### src/rtl/mmio_timer_bank_if.sv
// mmio_timer_bank_if: data-memory bus view seen by the timer bank.
// Master drives address/strobe/data, slave returns combinational rdata.
interface mmio_timer_bank_if;
  logic        we;
  logic [31:0] addr;
  logic [31:0] wdata;
  logic [31:0] rdata;

  modport master (
    output we, addr, wdata,
    input  rdata
  );

  modport slave (
    input  we, addr, wdata,
    output rdata
  );
endinterface

### src/rtl/mmio_timer_bank.sv
// mmio_timer_bank: CHANNELS memory-mapped down-counters, shared prescaler,
// W1C pending register and per-channel / aggregate interrupt outputs.
module mmio_timer_bank #(
  parameter int          CHANNELS  = 4,
  parameter int          WIDTH     = 32,
  parameter logic [31:0] BASE_ADDR = 32'h4000_1000
) (
  input  logic                clk,
  input  logic                rst,
  mmio_timer_bank_if.slave    bus,
  output logic [CHANNELS-1:0] irq,
  output logic                irq_any
);

  logic                hit;
  logic [3:0]          ch_sel;
  logic [1:0]          ch_reg;
  logic [5:0]          g_sel;
  logic                ch_hit;
  logic                pend_hit;
  logic                pre_hit;
  logic                wr;
  logic                wr_pend;
  logic                wr_pre;
  logic [CHANNELS-1:0] wr_ctrl;
  logic [CHANNELS-1:0] wr_load;
  logic [CHANNELS-1:0] wr_count;

  logic [CHANNELS-1:0] en;
  logic [CHANNELS-1:0] ar;
  logic [CHANNELS-1:0] ie;
  logic [CHANNELS-1:0] pend;
  logic [CHANNELS-1:0] expire;
  logic [WIDTH-1:0]    load  [CHANNELS];
  logic [WIDTH-1:0]    count [CHANNELS];

  logic [15:0]         prescale;
  logic [15:0]         pc;
  logic                tick;

  logic [31:0]         ch_data;
  logic [31:0]         rdata_c;
  logic                unused_bits;

  assign hit      = bus.addr[31:9] == BASE_ADDR[31:9];
  assign ch_sel   = bus.addr[7:4];
  assign ch_reg   = bus.addr[3:2];
  assign g_sel    = bus.addr[7:2];
  assign ch_hit   = hit & ~bus.addr[8];
  assign pend_hit = hit & bus.addr[8] & (g_sel == 6'd0);
  assign pre_hit  = hit & bus.addr[8] & (g_sel == 6'd1);
  assign wr       = bus.we & ch_hit;
  assign wr_pend  = bus.we & pend_hit;
  assign wr_pre   = bus.we & pre_hit;
  assign tick     = pc == prescale;

  assign irq         = pend & ie;
  assign irq_any     = |irq;
  assign bus.rdata   = rdata_c;
  assign unused_bits = ^{bus.addr[1:0], bus.wdata};

  // Per-channel write strobes and expiry detection.
  always_comb begin
    wr_ctrl  = '0;
    wr_load  = '0;
    wr_count = '0;
    expire   = '0;
    for (int i = 0; i < CHANNELS; i++) begin
      wr_ctrl[i]  = wr & (ch_sel == 4'(i)) & (ch_reg == 2'd0);
      wr_load[i]  = wr & (ch_sel == 4'(i)) & (ch_reg == 2'd1);
      wr_count[i] = wr & (ch_sel == 4'(i)) & (ch_reg == 2'd2);
      expire[i]   = tick & en[i] & (count[i] == '0);
    end
  end

  // Read mux; unmapped channels, reserved words and misses read zero.
  always_comb begin
    ch_data = '0;
    rdata_c = '0;
    for (int i = 0; i < CHANNELS; i++) begin
      if (ch_sel == 4'(i)) begin
        case (ch_reg)
          2'd0:    ch_data = {29'd0, ie[i], ar[i], en[i]};
          2'd1:    ch_data = 32'(load[i]);
          2'd2:    ch_data = 32'(count[i]);
          default: ch_data = '0;
        endcase
      end
    end
    unique case (1'b1)
      ch_hit:   rdata_c = ch_data;
      pend_hit: rdata_c = 32'(pend);
      pre_hit:  rdata_c = {16'd0, prescale};
      default:  rdata_c = '0;
    endcase
  end

  // Shared prescaler; a PRESCALE write restarts the phase.
  always_ff @(posedge clk) begin
    if (rst) begin
      prescale <= '0;
      pc       <= '0;
    end else if (wr_pre) begin
      prescale <= bus.wdata[15:0];
      pc       <= '0;
    end else if (tick) begin
      pc <= '0;
    end else begin
      pc <= pc + 16'd1;
    end
  end

  // Channel counters; software writes are ordered last so they win.
  always_ff @(posedge clk) begin
    if (rst) begin
      en <= '0;
      ar <= '0;
      ie <= '0;
      for (int i = 0; i < CHANNELS; i++) begin
        load[i]  <= '0;
        count[i] <= '0;
      end
    end else begin
      for (int i = 0; i < CHANNELS; i++) begin
        if (tick && en[i]) begin
          if (count[i] != '0)
            count[i] <= count[i] - WIDTH'(1);
          else if (ar[i])
            count[i] <= load[i];
          else
            en[i] <= 1'b0;
        end
        if (wr_ctrl[i]) begin
          en[i] <= bus.wdata[0];
          ar[i] <= bus.wdata[1];
          ie[i] <= bus.wdata[2];
        end
        if (wr_load[i])
          load[i] <= bus.wdata[WIDTH-1:0];
        if (wr_count[i])
          count[i] <= bus.wdata[WIDTH-1:0];
      end
    end
  end

  // Pending bits: W1C clear, a same-cycle expiry keeps the bit set.
  always_ff @(posedge clk) begin
    if (rst)
      pend <= '0;
    else
      pend <= (pend & ~(wr_pend ? bus.wdata[CHANNELS-1:0] : '0))
            | expire;
  end

endmodule

### src/flat_wrapper.sv
// flat-port wrapper written by rule: the top's interface ports become plain ports
module mmio_timer_bank_flat 
#(
  parameter int          CHANNELS  = 4,
  parameter int          WIDTH     = 32,
  parameter logic [31:0] BASE_ADDR = 32'h4000_1000
)
  (clk, rst, irq, irq_any, bus_we, bus_addr, bus_wdata, bus_rdata);
  mmio_timer_bank_if bus_i ();
  input  logic clk;
  input  logic rst;
  output logic [CHANNELS-1:0] irq;
  output logic irq_any;
  input wire logic [$bits(bus_i.we)-1:0] bus_we;
  input wire logic [$bits(bus_i.addr)-1:0] bus_addr;
  input wire logic [$bits(bus_i.wdata)-1:0] bus_wdata;
  output wire logic [$bits(bus_i.rdata)-1:0] bus_rdata;
  assign bus_i.we = bus_we;
  assign bus_i.addr = bus_addr;
  assign bus_i.wdata = bus_wdata;
  assign bus_rdata = bus_i.rdata;
  mmio_timer_bank #(.CHANNELS(CHANNELS), .WIDTH(WIDTH), .BASE_ADDR(BASE_ADDR)) u_core (.clk(clk), .rst(rst), .bus(bus_i), .irq(irq), .irq_any(irq_any));
endmodule
### config.mk
export PLATFORM = sky130hd
export DESIGN_NAME = mmio_timer_bank_flat
export DESIGN_NICKNAME = d
export VERILOG_FILES = /design/src/rtl/mmio_timer_bank_if.sv /design/src/rtl/mmio_timer_bank.sv /design/src/flat_wrapper.sv
export SDC_FILE = /design/constraint.sdc
export NUM_CORES = 1
export LEC_CHECK = 0
export BUFFER_PORTS_ARGS = -buffer_cell sky130_fd_sc_hd__buf_2
export CAP_MARGIN = 20
export CORE_MARGIN = 8
export CORE_UTILIZATION = 43
export DETAILED_ROUTE_END_ITERATION = 8
export GPL_ROUTABILITY_DRIVEN = 0
export PLACE_DENSITY = 0.66
export SYNTH_ARGS = -nofsm -noshare
export SYNTH_HDL_FRONTEND = slang
export SYNTH_SLANG_ARGS = --single-unit
### constraint.sdc
create_clock -name clk -period 9.9 [get_ports clk]
set_input_delay 1.485 -clock clk [delete_from_list [all_inputs] [get_ports clk]]
set_output_delay 1.485 -clock clk [all_outputs]
set_load 0.02 [all_outputs]
==> results.cfg <==
[cts]
path_clk_slew_ns = 0.05
number_of_levels_in_the_clock_h_tree = 2
post-cts-setup-buffers = 0
cts_hold_buf = 0
cts_root_buf = sky130_fd_sc_hd__clkbuf_16
clock_tree.buffer_depth = 3
tritoncts = built
cts-buffers-inserted = 36
cts.repair.resized = 0
cts_num_sinks = 304
clkLatencyLatePin_ns = 0.54

[synth]
most_frequently_used_cell_type_in_the_post_synthesis_netlist = sky130_fd_sc_hd__edfxtp_1
synthArstFlopShare_pct = 0
post_synth_instance_area_um2 = 18900
synth.top_cells.by_count = 256 x sky130_fd_sc_hd__edfxtp_1, 195 x sky130_fd_sc_hd__nand2_1, 188 x sky130_fd_sc_hd__nor2_1
postSynthNetCount = 2068
synth_enable_flop_cells = 256
postSynth.topFlopCell = sky130_fd_sc_hd__edfxtp_1
avgSynthCellArea_um2 = 9.484
synth.ff_latch_count = 304
synth_largest_area_cell = sky130_fd_sc_hd__edfxtp_1
synthesis.instances = 1993
ys_seq_area_share_pct = 45.76
synthesis.yosys.warnings = 0
synth.distinct_cells = 68
synth.top_cell.area_share_pct = 40.67
ys_top_cells_by_area = sky130_fd_sc_hd__edfxtp_1 41%, sky130_fd_sc_hd__dfxtp_1 5.1%, sky130_fd_sc_hd__xor2_1 4.5%, sky130_fd_sc_hd__and2_1 4.4%, sky130_fd_sc_hd__a22oi_1 4.3%

[sta]
unrepaired_setup_endpoints_after_global_routing = false
finalHoldViolations = 0
timing.hold.ws_ns = 0.4861
max-slew-margin-rel_pct = 25.95
clock_skew_ns = 0.01926
finalWorstPathRequiredPeriod_ns = 6.532
timing.final.crit_share_pct = 65.98
max_freq_ghz = 0.1531
drv_slew = 0
max_slew.worst_pin.slew_ns = 1.111
setup_violation_total_in_the_final_timing_report = 0
totalNegativeSetupSlack_ns = 0

[worst_hold_path]
timing.hold.worst.class = register to register

[worst_setup_path]
crit_path_start_kind = input pin
path_max_fanout = 69
critPathRequiredTime_ns = 8.42
critical_path_class = input pin to output port
setup_slack_of_the_worst_register_to_register_path_ns = 5.89
cp_data_arrival_time_ns = 5.05
critical_path.endpoint_type = output port

[grt]
grt_max_degree = 70
antenna_found_initial = 1
grt_util_all_layers_pct = 23.49
first_global_vias = 16060
overflow = 0
grt_pass1_wl_um = 94590

[floorplan]
die-height_um = 225.7
dieArea_um2 = 50920
top_level_ports = 104
die_w_um = 225.7
placement_rows = 77
core-area_um2 = 43840
start_util_pct = 43.12

[cells_and_area]
final_nets = 2079
final_cells = 2620
drive_above_1_share_pct = 11.89
area_growth_pct = 11.12

[job]
cap_viol_max_count = 0

[pwr]
leakage_component_of_the_power_nw = 7.413
ir_worst_vdd_mv = 0.09203
total_power_w = 0.002998
power-per-cell-area_nw_per_um2 = 142.7

[route]
routed_wirelength_um = 61580
first_iter_violations = 1999
viasPerCell = 6.239
vias = 16350
detail-route-antenna-nets = 0
route.detailed.drc = 0
drt-wirelength-per-cell_um = 23.50
drt_pre_antenna_iters = 6

[placed_design]
dpl.cell_count = 2556
hpwl_detailed_um = 41040
io_buffer_count = 101

[status]
run_status = finished clean
cells in the final DEF, fill, tap and decap left out, types with 8 or more instances in the layout:
cell type                   count
sky130_fd_sc_hd__edfxtp_1     256
sky130_fd_sc_hd__nand2_1      195
sky130_fd_sc_hd__nor2_1       186
sky130_fd_sc_hd__and2_1       132
sky130_fd_sc_hd__a22oi_1      108
sky130_fd_sc_hd__buf_2        101
sky130_fd_sc_hd__xor2_1        97
sky130_fd_sc_hd__o21ai_0       78
sky130_fd_sc_hd__mux2i_1       75
sky130_fd_sc_hd__a21oi_1       73
sky130_fd_sc_hd__o31ai_1       56
sky130_fd_sc_hd__nand3_1       56
sky130_fd_sc_hd__nor4_1        53
sky130_fd_sc_hd__o22ai_1       48
sky130_fd_sc_hd__dfxtp_1       48
sky130_fd_sc_hd__nor3_1        43
sky130_fd_sc_hd__xnor2_1       40
sky130_fd_sc_hd__clkbuf_16     37
sky130_fd_sc_hd__buf_4         37
sky130_fd_sc_hd__o22a_1        23
sky130_fd_sc_hd__or3_1         20
sky130_fd_sc_hd__inv_1         20
sky130_fd_sc_hd__nand4_1       18
sky130_fd_sc_hd__or4_1         17
sky130_fd_sc_hd__a31oi_1       14
sky130_fd_sc_hd__o31ai_2       14
sky130_fd_sc_hd__a221oi_1      13
sky130_fd_sc_hd__o21ai_1       11
sky130_fd_sc_hd__nand2b_1      10
sky130_fd_sc_hd__nand3b_1       9
sky130_fd_sc_hd__clkbuf_1       9
sky130_fd_sc_hd__nor4_2         8
sky130_fd_sc_hd__a41oi_1        8
sky130_fd_sc_hd__ha_1           8
through the flow:
step / utilization [%] / worst slack [ns] / cell area, µm²
2_1_floorplan: - / 4.880 / 18900
6_report: 47.91 / 3.368 / 21000
3_3_place_gp: 45.14 / 3.468 / 19790
5_1_grt: 47.91 / 3.272 / 21000
3_5_place_dp: 45.23 / 3.480 / 19830
4_1_cts: 47.80 / 3.475 / 20950
where the power goes:
part | total, W | leakage [nW] | internal [W] | switching, W
registers | 0.00147 | 2.92 | 0.00143 | 0.0000414
logic | 0.000216 | 3.94 | 0.0000642 | 0.000152
clock network | 0.00131 | 0.552 | 0.000767 | 0.000544
total | 0.00300 | 7.41 | 0.00226 | 0.000737
final timing paths:
check | start | to | cells after the start
setup / recovery | bus_addr[2] | bus_rdata[10] | 9
hold reg to reg | u_core.prescale[6]$_SDFFE_PP0P_ | u_core.prescale[6]$_SDFFE_PP0P_ | 2
hold / removal | u_core.prescale[6]$_SDFFE_PP0P_ | u_core.prescale[6]$_SDFFE_PP0P_ | 2
setup reg to reg | u_core.count[0][8]$_SDFFCE_PN0P_ | u_core.count[0][5]$_SDFFCE_PN0P_ | 9
per-layer routing:
layer  global-route usage (%)  up-vias  wire length [µm]
met5                        0        -                 0
met4                    9.853        0              2227
met3                    3.519      144              5285
met2                    38.17      816             29180
met1                    31.04     7957             24890
li1                         -     7429                 -
final cells by class:
type	count	area, µm²
fill	4009	22830
multi-input combinational	1500	9539
sequential	304	8648
clock buffer	50	1015
timing repair buffer	142	869.6
tap	592	740.7
clock inverter	11	112.6
inverter	20	75.07
antenna	1	2.502
logic make-up after synthesis:
family,synth area share (%)
buf+inv,4.184
simple gates,22.06
mux,3.972
flops,45.76
compound gates,17.15
xor+xnor,6.348
fa+ha+maj,0.5296
sequential cells by signal, indices dropped and copies added, names as in the netlist:
signal	count
u_core.load	128
u_core.pc	16
u_core.ie	4
u_core.ar	4
u_core.en	4
u_core.pend	4
u_core.count	128
u_core.prescale	16
critical path: stages:
cell and delay (ns):
sky130_fd_sc_hd__buf_2 0.45, sky130_fd_sc_hd__nor2b_4 0.24, sky130_fd_sc_hd__buf_4 0.48, sky130_fd_sc_hd__buf_4 0.83, sky130_fd_sc_hd__a22oi_1 0.21, sky130_fd_sc_hd__o22ai_1 0.40
sky130_fd_sc_hd__a21oi_1 0.08, sky130_fd_sc_hd__o31ai_1 0.51, sky130_fd_sc_hd__buf_2 0.27
Power figures use the tool's default switching activity.
